**src/rtl/axi_burst_master.sv**
```systemverilog
// axi_burst_master: single-outstanding AXI4 burst initiator with a user command / beat-stream front end.
// Optional bus watchdog is compiled in when AXI_MASTER_TIMEOUT_EN is defined.
module axi_burst_master #(
    parameter int ADDR_WIDTH     = 32,
    parameter int DATA_WIDTH     = 8,
    parameter int ID_WIDTH       = 4,
    parameter int TIMEOUT_CYCLES = 256
) (
    input  logic                  clk,
    input  logic                  rst,
    input  logic                  cmd_valid,
    output logic                  cmd_ready,
    input  logic                  cmd_write,
    input  logic [ADDR_WIDTH-1:0] cmd_addr,
    input  logic [7:0]            cmd_len,
    input  logic [2:0]            cmd_size,
    input  logic [1:0]            cmd_burst,
    input  logic [ID_WIDTH-1:0]   cmd_id,
    input  logic [DATA_WIDTH-1:0] wr_data,
    input  logic                  wr_valid,
    output logic                  wr_ready,
    output logic [DATA_WIDTH-1:0] rd_data,
    output logic                  rd_valid,
    input  logic                  rd_ready,
    output logic                  rd_last,
    output logic                  done,
    output logic [1:0]            done_resp,
    output logic                  timeout,
    output logic [ID_WIDTH-1:0]   awid,
    output logic [ADDR_WIDTH-1:0] awaddr,
    output logic [7:0]            awlen,
    output logic [2:0]            awsize,
    output logic [1:0]            awburst,
    output logic                  awvalid,
    input  logic                  awready,
    output logic [DATA_WIDTH-1:0] wdata,
    output logic [3:0]            wstrb,
    output logic                  wlast,
    output logic                  wvalid,
    input  logic                  wready,
    input  logic [ID_WIDTH-1:0]   bid,
    input  logic [1:0]            bresp,
    input  logic                  bvalid,
    output logic                  bready,
    output logic [ID_WIDTH-1:0]   arid,
    output logic [ADDR_WIDTH-1:0] araddr,
    output logic [7:0]            arlen,
    output logic [2:0]            arsize,
    output logic [1:0]            arburst,
    output logic                  arvalid,
    input  logic                  arready,
    input  logic [ID_WIDTH-1:0]   rid,
    input  logic [DATA_WIDTH-1:0] rdata,
    input  logic [1:0]            rresp,
    input  logic                  rlast,
    input  logic                  rvalid,
    output logic                  rready
);

    typedef enum logic [2:0] {
        S_IDLE, S_AW, S_W, S_B, S_AR, S_R, S_DONE
    } state_t;

    state_t                state_q, state_d;
    logic [ADDR_WIDTH-1:0] addr_q, addr_d;
    logic [7:0]            len_q, len_d;
    logic [2:0]            size_q, size_d;
    logic [1:0]            burst_q, burst_d;
    logic [ID_WIDTH-1:0]   id_q, id_d;
    logic [8:0]            cnt_q, cnt_d;
    logic [1:0]            resp_q, resp_d;
    logic                  err_q, err_d;
    logic                  to_q, to_d;
    logic                  last_beat;
    logic                  hs;

    if (TIMEOUT_CYCLES < 2) begin : g_param_check
        $error("TIMEOUT_CYCLES must be at least 2");
    end

    // 9-bit count so len=255 (256 beats) compares without wrapping
    assign last_beat = (cnt_q == {1'b0, len_q});

    always_comb begin
        hs = 1'b0;
        unique case (state_q)
            S_AW:    hs = awready;
            S_W:     hs = wr_valid && wready;
            S_B:     hs = bvalid;
            S_AR:    hs = arready;
            S_R:     hs = rvalid && rd_ready;
            default: hs = 1'b0;
        endcase
    end

`ifdef AXI_MASTER_TIMEOUT_EN
    localparam int WDW = $clog2(TIMEOUT_CYCLES + 1);
    logic [WDW-1:0] wdog_q, wdog_d;
`endif

    always_ff @(posedge clk) begin
        if (rst) begin
            state_q <= S_IDLE;
            addr_q  <= '0;
            len_q   <= '0;
            size_q  <= '0;
            burst_q <= '0;
            id_q    <= '0;
            cnt_q   <= '0;
            resp_q  <= '0;
            err_q   <= 1'b0;
            to_q    <= 1'b0;
`ifdef AXI_MASTER_TIMEOUT_EN
            wdog_q  <= '0;
`endif
        end else begin
            state_q <= state_d;
            addr_q  <= addr_d;
            len_q   <= len_d;
            size_q  <= size_d;
            burst_q <= burst_d;
            id_q    <= id_d;
            cnt_q   <= cnt_d;
            resp_q  <= resp_d;
            err_q   <= err_d;
            to_q    <= to_d;
`ifdef AXI_MASTER_TIMEOUT_EN
            wdog_q  <= wdog_d;
`endif
        end
    end

    always_comb begin
        state_d = state_q;
        addr_d  = addr_q;
        len_d   = len_q;
        size_d  = size_q;
        burst_d = burst_q;
        id_d    = id_q;
        cnt_d   = cnt_q;
        resp_d  = resp_q;
        err_d   = err_q;
        to_d    = to_q;
        unique case (state_q)
            S_IDLE: if (cmd_valid) begin
                addr_d  = cmd_addr;
                len_d   = cmd_len;
                size_d  = cmd_size;
                burst_d = cmd_burst;
                id_d    = cmd_id;
                cnt_d   = '0;
                resp_d  = 2'b00;
                err_d   = 1'b0;
                to_d    = 1'b0;
                state_d = cmd_write ? S_AW : S_AR;
            end
            S_AW: if (hs) state_d = S_W;
            S_AR: if (hs) state_d = S_R;
            S_W: if (hs) begin
                cnt_d = cnt_q + 9'd1;
                if (last_beat) state_d = S_B;
            end
            S_B: if (hs) begin
                resp_d = bresp;
                if (bid != id_q) err_d = 1'b1;
                state_d = S_DONE;
            end
            S_R: if (hs) begin
                cnt_d = cnt_q + 9'd1;
                if (rresp > resp_q) resp_d = rresp;
                // rlast must coincide exactly with beat len
                if (rid != id_q || rlast != last_beat) err_d = 1'b1;
                if (rlast || last_beat) state_d = S_DONE;
            end
            S_DONE: state_d = S_IDLE;
            default: state_d = S_IDLE;
        endcase
`ifdef AXI_MASTER_TIMEOUT_EN
        wdog_d = wdog_q;
        if (state_q == S_IDLE || state_q == S_DONE || hs) begin
            wdog_d = '0;
        end else begin
            wdog_d = wdog_q + 1'b1;
            if (wdog_d == WDW'(TIMEOUT_CYCLES)) begin
                state_d = S_DONE;
                to_d    = 1'b1;
                err_d   = 1'b1;
            end
        end
`endif
    end

    always_comb begin
        cmd_ready = (state_q == S_IDLE) && !rst;
        awid      = id_q;
        awaddr    = addr_q;
        awlen     = len_q;
        awsize    = size_q;
        awburst   = burst_q;
        awvalid   = (state_q == S_AW);
        arid      = id_q;
        araddr    = addr_q;
        arlen     = len_q;
        arsize    = size_q;
        arburst   = burst_q;
        arvalid   = (state_q == S_AR);
        wdata     = wr_data;
        wstrb     = 4'hF;
        wvalid    = (state_q == S_W) && wr_valid;
        wlast     = (state_q == S_W) && last_beat;
        wr_ready  = (state_q == S_W) && wready;
        bready    = (state_q == S_B);
        rd_data   = rdata;
        rd_valid  = (state_q == S_R) && rvalid;
        rd_last   = (state_q == S_R) && rlast;
        rready    = (state_q == S_R) && rd_ready;
        done      = (state_q == S_DONE);
        done_resp = (state_q == S_DONE) ? (err_q ? 2'b10 : resp_q) : 2'b00;
        timeout   = (state_q == S_DONE) && to_q;
    end

endmodule
```
**config.mk**
```make
export PLATFORM = sky130hd
export DESIGN_NAME = axi_burst_master
export DESIGN_NICKNAME = d
export VERILOG_FILES = /design/src/rtl/axi_burst_master.sv
export SDC_FILE = /design/constraint.sdc
export NUM_CORES = 1
export LEC_CHECK = 0
export ABC_AREA = 1
export CORE_MARGIN = 5
export CORE_UTILIZATION = 37
export DETAILED_ROUTE_END_ITERATION = 6
export HOLD_SLACK_MARGIN = 0.02
export PLACE_DENSITY = 0.83
export RECOVER_POWER = 50
export SYNTH_ARGS = -nofsm -noshare
export SYNTH_HDL_FRONTEND = slang
export SYNTH_SLANG_ARGS = --single-unit
```
**constraint.sdc**
```tcl
create_clock -name clk -period 2 [get_ports clk]
set_input_delay 0.4 -clock clk [delete_from_list [all_inputs] [get_ports clk]]
set_output_delay 0.4 -clock clk [all_outputs]
set_load 0.02 [all_outputs]
```
==> results of run 1 <==
-- logic make-up after synthesis --
logic type | synth area share [%]
fa+ha+maj | 1.40
buf+inv | 21.9
compound gates | 12.4
simple gates | 26.2
xor+xnor | 1.96
flops | 35.9
other cells | 0.211
-- routing by layer --
| layer | global-route usage [%] | vias to the layer above | routed length [um] |
|---|---|---|---|
| met3 | 6.81 | 11 | 844 |
| met5 | 0 | - | 0 |
| met2 | 33.5 | 134 | 5590 |
| met4 | 5.50 | 0 | 148 |
| met1 | 21.0 | 1647 | 4450 |
| li1 | - | 1773 | - |
-- cell type report --
cell class              count  area, um^2
well taps                 129         161
flip-flops and latches     64        1290
inverters                  41         156
clock inverters             5        80.1
fillers                   853        3860
repair buffers            217        2100
clock buffers              11         141
multi-input cells         303        1540
-- stage by stage --
step	hold WS (ns)	std cells
floorplan	0.446	496
global route	0.513	770
CTS	0.481	768
finish	0.484	770
detailed placement	0.471	752
global placement	0.465	752
-- sequential cells by signal, summed over array words and instances, names as in the netlist --
name,flops
araddr,32
arburst,2
arid,4
arlen,8
arsize,3
cnt_q,9
err_q,1
resp_q,2
state_q,3
-- worst max path at each step --
stage	end	from	slack, ns
floorplan	err_q	arlen[1]	0.15
global placement	wlast	cnt_q[4]	-0.05
global route	err_q	arlen[1]	-0.07
CTS	err_q	cnt_q[4]	0.001
detailed placement	wlast	arlen[7]	-0.10
finish	wlast	arlen[1]	0.07
-- power by group through the flow --
stage / clock network, mW / logic, mW / registers (mW)
2_1_floorplan: 0 / 2.14 / 2.19
3_3_place_gp: 0 / 3.72 / 1.91
3_5_place_dp: 0 / 3.79 / 1.93
4_1_cts: 1.26 / 3.80 / 1.92
5_1_grt: 1.33 / 4.06 / 1.97
6_report: 1.24 / 3.75 / 1.92
-- synthesized netlist by cell type --
library cell / count / area share, %
inv_1: 36 / 3.8
o31ai_1: 1 / 0.21
nand3_4: 1 / 0.49
a211oi_1: 1 / 0.21
buf_2: 4 / 0.56
nor2_4: 7 / 2.2
buf_4: 71 / 15
nor2_8: 1 / 0.56
o22ai_1: 1 / 0.18
nor3_1: 8 / 1.1
buf_6: 3 / 0.95
o211ai_1: 2 / 0.42
ha_1: 4 / 1.4
nand2_4: 1 / 0.32
a22o_1: 1 / 0.25
inv_4: 1 / 0.18
nand3_2: 6 / 1.7
xnor2_1: 4 / 0.98
nand4_2: 1 / 0.35
a21oi_1: 22 / 3.1
nor2_1: 118 / 12
nand3_1: 14 / 2.0
nand2_1: 37 / 3.9
conb_1: 2 / 0.21
nand2_2: 3 / 0.53
inv_2: 4 / 0.42
o21ai_0: 56 / 7.9
clkbuf_1: 10 / 1.1
o21ai_1: 1 / 0.14
nor4_1: 2 / 0.35
nand4_1: 2 / 0.35
xor2_1: 4 / 0.98
dfxtp_1: 64 / 36
-- repair_timing --
item,in CTS,in global routing
resized for setup,26,13
pin swaps,1,8
endpoints found under the setup margin,14,6
buffers inserted,0,2
-- worst max-delay path, cell delays in order (launching register included) --
cell	delay, ns
dfxtp_2	0.34
inv_2	0.05
nand2_2	0.05
nand2_2	0.04
nor3_2	0.16
nand3_1	0.11
nor2_2	0.13
inv_2	0.05
nor2_1	0.11
buf_4	0.16
==> metrics.txt, run 1 <==
Crit path required time=between 1.5 and 2 ns; initial core utilization=around two fifths; total CTS buffers=9; Mean Syn Cell Area=about 7.2 um^2; Rows=35; Clock Tree Root=clkbuf_8; die area=~12000 um^2; crit end category=output port; routed vias=3565; cell count after synthesis=493; CP Max Fanout=3; number of antenna violations at the first check in global routing=0; dpl cell area=5210 um^2; most frequent cells in the layout=146 x clkdlybuf4s50_1, 118 x nor2_1, 56 x dfxtp_1, 55 x o21ai_0, 35 x nand2_1; Final Hold Viols=0; share of cells above drive strength 1=14.2%; Crit path arrival time=around 1.5 ns; Worst Hold Launch=resp_q[1]; GRT Resource Usage Total=between 10% and 20%; Placement Setup Slack=-0.104 ns; Hold Crit Class=reg -> reg; worst hold stages=2; Placer Congestion=approximately 0.89; setup tns final=0 ns; post-route setup slack=~0.073 ns; Leak=~2.4 nW; PwrDens=between 1000 and 1500 nW/um^2; Layout area overhead=53.4%; Reg power frac=27.8%; critical path class=reg -> out; Seq/Total Area, Yosys=between 30% and 40%; DRT Wirelength=~11000 um; Reg2Reg Capture Point=err_q; Core Area=roughly 9300 um^2; drt wl/cell=between 10 and 15 um; n_diodes=0; Iteration-0 DRC Markers=approximately 140; Comb pwr share=between 50 and 60%; I/O pins=between 200 and 250; Worst R2R Start=arlen[1]; worst vdd ir=0.000630 V; fin nets=around 730; first-pass GRT wire length=17800 um; DR pass1 iterations=4; Slew Limit Fails=0; Die Width=108 um; CTS tree=built; switching share of total power=41.8%; Worst setup SP type=flip-flop; HPWL Detailed=around 8400 um; total power=approximately 6.9 mW; min Tclk post-route=1.93 ns; hold-critical path endpoint=resp_q[1]; Sw Pwr=2.89 mW; CTS H-tree lvls=3; # setup viols final=0; via/cell ratio=4.63; Post-Syn Area=~3600 um^2; clock power share=17.9%; outcome=finished clean; Clock Pin Slew Worst Setup and Hold Paths=0.07 ns; largest net degree at the start of global routing=58; total grt overflow=0; max cap viols=0; most common cell after layout, fill and taps aside=clkdlybuf4s50_1; Detail Route Antenna Nets=0; yosys warns=0; Internal=about 4 mW; Yosys reg bits=64; RSZ-0062 raised after global routing=true; hold_buf cts=0; port bufs=around 180; reg2reg path depth=15; drt drc=0; die height=~110 um; Tcrit/Tclk final=between 90 and 100%; post-synth cell types=33; Final Skew=0.0109 ns; clk_lat worst skew=around 0.33 ns; Core Util, Final=between 50% and 60%; clk buf depth=2; register-to-register setup slack=roughly 0.10 ns; post-route cell area=between 5000 and 6000 um^2; Clock Sinks=64; FMAX=between 500 and 600 MHz; vias in the first global route=between 3000 and 4000
Power figures use the tool's default switching activity.
==> inputs of run 2 (changes only) <==
- PLACE_DENSITY: 0.83 -> 0.79
==> run 2 against run 1 <==
  * Cell area up 0.23%
  * Largest power group unchanged
  * Final cell count down 0.26%
  * Sequential power about the same
  * Worst hold slack better by 0.0074 ns
  * Global-route usage down 0.94 points
  * Fmax up 1.2%
  * Critical endpoint is now cmd_ready
  * Wire length down 4.0%
  * First-iteration DRC count down 12%
==> metrics.txt, run 2 (synthesis results as in run 1) <==
fin nets=727 (-0.27%); FMAX=525 MHz (+1.2%); critical path class=reg -> out; Clock Tree Root=clkbuf_8; Rows=35 (unchanged); post-route setup slack=0.0948 ns (+0.0220 ns); die area=11700 um^2 (unchanged); n_diodes=0 (unchanged); routed vias=3527 (-1.1%); Worst setup SP type=flip-flop; Crit path required time=1.60 ns (about the same); reg2reg path depth=15 (unchanged); initial core utilization=38.2% (unchanged); min Tclk post-route=1.91 ns (-0.0220 ns); hold_buf cts=0 (unchanged); fin cells=768 (-0.26%); Hold Crit Class=reg -> reg; Slew @ Worst Pin=~0.7 ns; Final Hold Viols=0 (unchanged); setup tns final=0 ns (unchanged); # Post-CTS Setup Buffers=0 (unchanged); max reg flops=32 (unchanged); Die Width=108 um (unchanged); HPWL Detailed=8090 um (-3.7%); Slew Limit Fails=0 (unchanged); DRT Wirelength=10600 um (-4.0%); total CTS buffers=9 (unchanged); Crit path arrival time=1.51 ns (-0.02 ns); outcome=finished clean; dpl cells=752 (unchanged); Layout area overhead=53.8%; total power=7.03 mW (+1.9%); max cap viols=0 (unchanged); Tcrit/Tclk final=95.3% (-1.1 points); # setup viols final=0 (unchanged); vias in the first global route=3591 (-4.5%); worst hold stages=2 (unchanged); Core Area=9330 um^2 (unchanged); drt wl/cell=13.8 um (-3.8%); Detail Route Antenna Nets=0 (unchanged); I/O pins=221 (unchanged); via/cell ratio=4.59 (-0.81%); dpl cell area=5200 um^2 (-0.24%); largest net degree at the start of global routing=45 (-22%); number of antenna violations at the first check in global routing=0 (unchanged); Leak=2.41 nW (about the same); crit end category=output port; DR pass1 iterations=4 (unchanged); post-route cell area=5480 um^2 (+0.23%); drt drc=0 (unchanged); worst rel slew slack=between 50% and 60%; most frequent cells in the layout=146 x clkdlybuf4s50_1, 116 x nor2_1, 55 x dfxtp_1, 54 x o21ai_0, 35 x nand2_1; Clock Sinks=64 (unchanged); Core Util, Final=58.8% (+0.13 points); CTS H-tree lvls=3 (unchanged); PwrDens=1280 nW/um^2 (+1.6%); clk buf depth=2 (unchanged); Placement Setup Slack=-0.0519 ns (+0.0519 ns); die height=108 um (unchanged); Final Skew=0.0104 ns (-0.000429 ns); CP Max Fanout=9 (+6); most common cell after layout, fill and taps aside=clkdlybuf4s50_1; worst vdd ir=0.000639 V (+1.4%); port bufs=183 (unchanged); total grt overflow=0 (unchanged); first-pass GRT wire length=17100 um (-4.4%); GRT Resource Usage Total=17.9% (-0.94 points); worst hold slack=0.492 ns (+0.00735 ns); share of cells above drive strength 1=14.6% (+0.36 points); register-to-register setup slack=0.11 ns (about the same); Placer Congestion=0.869 (-2.6%); RSZ-0062 raised after global routing=true; clk_lat worst skew=0.34 ns (about the same); Clock Pin Slew Worst Setup and Hold Paths=0.07 ns (about the same); CTS tree=built; Iteration-0 DRC Markers=127 (-12%); # fillers=841 (-1.4%)
run 2: cell types whose count changed in the layout (fill, tap and decap cells not counted), moves of 2 or more:
cell    previous run  this run
nor2_4             6         8
inv_1             34        32
inv_2              6         8
nor2_1           118       116
buf_4             31        27
run 2: timing repair:
item,CTS,global route
pin swaps,1,5
setup endpoints to repair,14,7
gates cloned,0,0
resized for setup,22,23
run 2: worst max-delay path, cell delays in order, from the launching register on:
cell             delay (ns)
dfxtp_2                0.38
clkbuf_1               0.13
nor2_4                 0.15
nand2_2                0.11
nor2_1                 0.10
clkdlybuf4s15_1        0.30
run 2: final cells by class:
type	instances	area, um^2	area share [%]
repair buffers	215	2070	37.7
multi-input cells	303	1550	28.3
flip-flops and latches	64	1290	23.6
well taps	129	161	2.94
inverters	41	156	2.85
clock buffers	10	138	2.51
clock inverters	6	115	2.10
run 2: power breakdown:
part	switching, mW	total, mW	internal, mW
logic	2.08	3.72	1.64
registers	0.300	1.92	1.61
clock network	0.522	1.39	0.869
run 2: final timing paths:
check	start	to
worst max-delay path	state_q[0]	cmd_ready
worst min register to register	resp_q[0]	resp_q[0]
worst min-delay path	resp_q[0]	resp_q[0]
worst max register to register	arlen[7]	err_q
run 2: layer usage:
layer  track usage, %  vias up  wire (um)
li1                 -     1775          -
met1             21.5     1584       4340
met2             30.4      146       5190
met3             5.37       22        875
met4             6.13        0        178
met5                0        -          0
